**src/rtl/input_debounce_pkg.sv**
```systemverilog
// input_debounce_pkg: shared clocking and sizing defaults for the switch debouncer.
package input_debounce_pkg;
    localparam int CLK_HZ            = 50_000_000;
    localparam int DEBOUNCE_MS       = 10;
    localparam int DEF_STABLE_CYCLES = CLK_HZ / 1000 * DEBOUNCE_MS;
    localparam int DEF_NCH           = 2;
endpackage

```
**src/rtl/debounce_ch.sv**
```systemverilog
// debounce_ch: one switch channel, synchronizer plus stable-window filter; INPUT_DEBOUNCE_PULSE_EN adds edge pulses.
module debounce_ch
    import input_debounce_pkg::*;
#(
    parameter int STABLE_CYCLES = DEF_STABLE_CYCLES,
    parameter int CNT_W         = $clog2(DEF_STABLE_CYCLES)
) (
    input  logic clk,
    input  logic rst,
    input  logic raw,
    output logic db,
    output logic rise_p,
    output logic fall_p
);
    localparam logic [CNT_W-1:0] LAST = CNT_W'(STABLE_CYCLES - 1);

    logic             s1, s2;
    logic [CNT_W-1:0] cnt;
    logic             flip;

    assign flip = (s2 != db) && (cnt == LAST);

    // synchronize raw, then accept s2 only after STABLE_CYCLES consecutive disagreeing cycles
    always_ff @(posedge clk) begin
        if (rst) begin
            s1  <= 1'b0;
            s2  <= 1'b0;
            cnt <= '0;
            db  <= 1'b0;
        end else begin
            s1  <= raw;
            s2  <= s1;
            cnt <= (s2 == db || flip) ? '0 : cnt + CNT_W'(1);
            if (flip) db <= s2;
        end
    end

`ifdef INPUT_DEBOUNCE_PULSE_EN
    // pulses land in the same cycle db takes its new value
    always_ff @(posedge clk) begin
        rise_p <= !rst && flip && s2;
        fall_p <= !rst && flip && !s2;
    end
`else
    assign rise_p = 1'b0;
    assign fall_p = 1'b0;
`endif
endmodule

```
**src/rtl/input_debounce.sv**
```systemverilog
// input_debounce: NCH independent switch debouncers; INPUT_DEBOUNCE_PULSE_EN enables rise_p/fall_p.
module input_debounce
    import input_debounce_pkg::*;
#(
    parameter int NCH           = DEF_NCH,
    parameter int STABLE_CYCLES = DEF_STABLE_CYCLES
) (
    input  logic           clk,
    input  logic           rst,
    input  logic [NCH-1:0] raw_in,
    output logic [NCH-1:0] db_out,
    output logic [NCH-1:0] rise_p,
    output logic [NCH-1:0] fall_p
);
    localparam int CNT_W = $clog2(STABLE_CYCLES);

    genvar i;
    generate
        for (i = 0; i < NCH; i++) begin : g_ch
            debounce_ch #(
                .STABLE_CYCLES(STABLE_CYCLES),
                .CNT_W        (CNT_W)
            ) u_ch (
                .clk   (clk),
                .rst   (rst),
                .raw   (raw_in[i]),
                .db    (db_out[i]),
                .rise_p(rise_p[i]),
                .fall_p(fall_p[i])
            );
        end
    endgenerate
endmodule

```
**config.mk**
```make
export PLATFORM = sky130hd
export DESIGN_NAME = input_debounce
export DESIGN_NICKNAME = d
export VERILOG_FILES = /design/src/rtl/input_debounce_pkg.sv /design/src/rtl/debounce_ch.sv /design/src/rtl/input_debounce.sv
export SDC_FILE = /design/constraint.sdc
export NUM_CORES = 1
export LEC_CHECK = 0
export CAP_MARGIN = 0
export CORE_ASPECT_RATIO = 1.75
export CORE_UTILIZATION = 27
export DETAILED_ROUTE_END_ITERATION = 6
export MAX_ROUTING_LAYER = met4
export PLACE_DENSITY_LB_ADDON = 0.3
export RECOVER_POWER = 100
export SLEW_MARGIN = 0
export SYNTH_ARGS = -nofsm -noshare
export SYNTH_HDL_FRONTEND = slang
export SYNTH_HIERARCHICAL = 1
export SYNTH_SLANG_ARGS = --single-unit
export TNS_END_PERCENT = 5
```
**constraint.sdc**
```tcl
create_clock -name clk -period 4.6 [get_ports clk]
set_input_delay 0.46 -clock clk [delete_from_list [all_inputs] [get_ports clk]]
set_output_delay 0.46 -clock clk [all_outputs]
set_load 0.01 [all_outputs]
```
Yosys cells after proc, flatten, opt, wreduce, memory -nomap -nowiden --
Index checks and enable logic that the tools add are counted.
Cells by class: add/subtract/negate cells 2, $mul 0, div/mod/pow operators 0, $lt $le $gt $ge 0, equal/unequal tests 6, shifts and indexed selects 0, multiplexer cells 0, bitwise logic cells 0, reduce and logical (&&, ||, !) cells 6
Operators by type and width (count):
- 19-bit by 1-bit adder with 19-bit output, second input constant | 2
- 19-bit equality test, second input constant | 2
- 2-bit OR reduction | 2
- 1-bit equality test | 2
- 1-bit logical AND | 2
- 1-bit logical OR | 2
- 1-bit inequality test | 2
Word-level totals: flip-flop bits (word level) 44, bits in latches 0, RAM bits 0, bits in read-only memories 0, input port bits 4, logic and storage cells 22, memories kept 0

Longest topological paths before layout --
depth after elaboration 4, mapped depth 5, gate-level depth less buffers 5

Modules after synthesis --
The synthesis kept the hierarchy.
By module, submodules not included:
- debounce_ch at g_ch[0].u_ch | times used 1, cells each 111, area each 1003.5 um2
- debounce_ch at g_ch[1].u_ch | times used 1, cells each 112, area each 1003.5 um2

Worst setup path before layout --
Ideal clock, no wire load.
path kind reg-to-reg, from reg g_ch[1].u_ch.cnt[12], to reg g_ch[1].u_ch.db, setup time 69 ps, data arrival time 1868 ps, data required time 4531 ps, setup slack 2663 ps, cell stages (with the launch flop) 5, buffers on the path 0, cell sequence dfxtp_1 -> or4_1 -> or4_4 -> or4b_1 -> o21ai_1
Between the ends: cells in the longest elaborated chain, start to end 2
RTL lines:
- start, declared | RTL line debounce_ch.sv:18 | logic [CNT_W-1:0] cnt;
- start signal, assigned | RTL line debounce_ch.sv:33 | cnt <= (s2 == db || flip) ? '0 : cnt + CNT_W'(1);
- 19-bit equality test | RTL line debounce_ch.sv:21 | assign flip = (s2 != db) && (cnt == LAST);
- 1-bit logical AND | RTL line debounce_ch.sv:21
- end signal, assigned | RTL line debounce_ch.sv:29 | db <= 1'b0;
- end signal, assigned | RTL line debounce_ch.sv:34 | if (flip) db <= s2;
- end, declared | RTL line debounce_ch.sv:11 | output logic db,
Every way passes these cells. A chain may end at the register's enable or synchronous reset.

Worst setup path after layout --
from reg g_ch[1].u_ch.cnt[5], to reg g_ch[1].u_ch.cnt[7]
Between the ends: cells in the longest elaborated chain, start to end 4, elaborated cells on any way between the ends 5
RTL lines:
- parallel branches: the longest is 4 deep, another holds 19-bit by 1-bit adder with 19-bit output
Several ways; the timed one is not identified.

==> impl_metrics.json <==
{
  "cts_hold_buffers": 0,
  "crit_fanout": 18,
  "num_io_pins": 10,
  "area.growth.synth_to_final_pct": 13.0,
  "clock_sinks": 44,
  "finish.net_count": 237,
  "dp_worst_setup_slack_ps": 2500,
  "layout_setup_ws_ps": 2490,
  "final.setup.tns_ps": 0,
  "initialDrtViolationCount": 78,
  "mostFrequentLayoutCells": "44 x dfxtp_1, 36 x nor2_1, 17 x nand3_1, 17 x xnor2_1, 12 x nand4_1",
  "final_area_mm2": 0.00227,
  "min_period_over_period_pct": 45.8,
  "routability_congestion_estimate_from_global_placement": 0.761,
  "cts_tree": "yes",
  "p_leak_nw": 0.659,
  "hpwl_um": 2840,
  "via_count": 1506,
  "netlist_top_cells_area": "dfxtp_1 44%, xnor2_1 7.4%, nor2_1 6.7%",
  "worst_slew_pin_slew_ps": 571,
  "grt_usage_pct": 11.7,
  "die_area_mm2": 0.00780,
  "drv.max_cap_violation_count": 0,
  "netlist-cell-type-count": 34,
  "largest_family_of_logic_cells_by_synthesized_area": "simple AND/OR/NAND/NOR gates",
  "antenna-diode-count": 0,
  "ant_nets": 0,
  "ctsRootBufferMaster": "clkbuf_16",
  "timing.final.crit_period_ps": 2110,
  "arrival_time_worst_endpoint_ps": 2260,
  "synth_compound_area_share_pct": 5.99,
  "postCtsResizedCells": 0,
  "critical_path.startpoint_type": "register",
  "sort_of_element_at_the_end_of_the_critical_path": "register",
  "netlist_area_mm2": 0.00201,
  "synth-xor-area-share_pct": 12.2,
  "hp-start": "g_ch[0].u_ch/s1$_SDFF_PP0_",
  "timing_hold_violations_final": 0,
  "grt_first_pass_wirelength_um": 6620,
  "dpl_cell_area_mm2": 0.00213,
  "clock_pin_slew_on_the_worst_setup_and_hold_paths_ps": 60,
  "row_count": 41,
  "synth.yosys.warnings": 6,
  "synth_simple_gate_area_share_pct": 32.4,
  "cts_max_path_buffers": 2,
  "grt_max_degree": 19,
  "worst-endpoint-required_ps": 4750,
  "pins_over_their_slew_limit": 0,
  "drcViolationCount": 0,
  "finalSetupViolations": 0,
  "synth_edf_count": 0,
  "postSynthAreaPerCell_um2": 9.00,
  "vdd_drop_max_mv": 0.148,
  "rsz0062_at_grt": "no",
  "grt_remaining_overflow": 0,
  "synth_fa_ha_area_share_pct": 1.25,
  "finClkSkew_ps": 2.48,
  "design.core.area_mm2": 0.00718,
  "ffs_latches_synth": 44,
  "worstReg2RegStart": "g_ch[1].u_ch/cnt[5]$_SDFF_PP0_",
  "final_core_utilization_pct": 31.6,
  "vias_per_cell": 4.74,
  "path_class": "register to register",
  "post_synth_mux_area_share_pct": 0.998,
  "tritoncts.num_buffers": 5,
  "start_util_pct": 27.9,
  "place.port_buffers": 5,
  "max_freq_mhz": 474,
  "avgRoutedWirePerCell_um": 12.3,
  "drive_above_1_share_pct": 6.03,
  "wirelength_um": 3920,
  "grt_antenna_before_repair": 0,
  "worst_skew_pair.late_latency_ps": 280,
  "worstHoldPathType": "register to register",
  "max_slew_margin_pct": 61.6,
  "postCtsSetupRepairBufs": 0,
  "power_density_mw_per_mm2": 326,
  "fp.dieW_um": 67.2,
  "ctsHtreeMaxLevel": 2,
  "synth.top_cell.area_share_pct": 43.9,
  "vias_in_the_first_global_route": 1460,
  "layout_commonest_cell": "dfxtp_1",
  "status": "finished, final reports clean",
  "dieHeight_um": 116,
  "yosysSeqAreaShare_pct": 43.9,
  "async_flop_share_pct": 0,
  "synth_area_leader_cell": "dfxtp_1",
  "critPathLaunch": "g_ch[1].u_ch/cnt[5]$_SDFF_PP0_",
  "dominantRegCellSynth": "dfxtp_1",
  "dr.pass1.iters": 4,
  "syn_inst": 223
}
-- state kept, by name, summed over array words and instances, names as in the netlist --
signal / flops
g_ch.u_ch/cnt: 38
g_ch.u_ch/s2: 2
g_ch.u_ch/s1: 2
g_ch.u_ch/db: 2
-- final timing paths --
path | end | slack [ps] | cells after the start
max | g_ch[1].u_ch/cnt[7]$_SDFF_PP0_ | 2490 | 4
max reg2reg | g_ch[1].u_ch/cnt[7]$_SDFF_PP0_ | 2490 | 4
min reg2reg | g_ch[0].u_ch/s2$_SDFF_PP0_ | 440 | 1
min | g_ch[0].u_ch/s2$_SDFF_PP0_ | 440 | 1
-- metal layers --
| layer | track usage, % | part of all wire (%) |
|---|---|---|
| met2 | 20.8 | 55 |
| met3 | 2.95 | 2.0 |
| met5 | - | 0 |
| met4 | 5.53 | 1.3 |
| met1 | 11.5 | 42 |
-- layout make-up --
type                            count  area, µm²
Clock buffer                        5        125
Inverter                            5       18.8
Multi-Input combinational cell    170       1070
Clock inverter                      3       18.8
Tap cell                           86        108
Timing Repair Buffer                5       50.0
Fill cell                         771       4910
Sequential cell                    44        881
-- cell usage after synthesis (4+ instances only) --
library cell and n:
a21oi_1 8, and2_1 4, and4_1 4, buf_4 4, dfxtp_1 44, inv_1 5
nand2_1 7, nand3_1 17, nand4_1 12, nor2_1 36, nor2b_1 4, nor4_1 4
or4_1 5, xnor2_1 17, xor2_1 11
-- power by group --
group	switching (mW)	leakage (nW)	internal, mW
clock	0.144	0.0736	0.200
sequential	0.00114	0.355	0.383
combinational	0.00626	0.230	0.00463
total	0.151	0.659	0.588
-- cells by family after synthesis --
| kind of cell | count (synthesis) |
|---|---|
| other | 2 |
| adders and majority gates | 2 |
| AOI/OAI and AO/OA | 18 |
| buffers and inverters | 11 |
| muxes | 2 |
| and+or+nand+nor | 116 |
| xor gates and xnor gates | 28 |
| DFF | 44 |
-- metrics by stage --
step,instances,hold slack [ps],total power [mW]
2_1_floorplan,225,414,0.402
3_3_place_gp,310,417,0.404
3_5_place_dp,310,426,0.404
4_1_cts,318,441,0.751
5_1_grt,318,464,0.770
6_report,318,440,0.739
-- critical path: stages, from the launching register on --
cell,delay (ps)
dfxtp_1,380
or3b_2,450
or4_1,610
o21ai_4,430
nor2_1,100
Note: power is estimated with default switching activity, not from simulation.
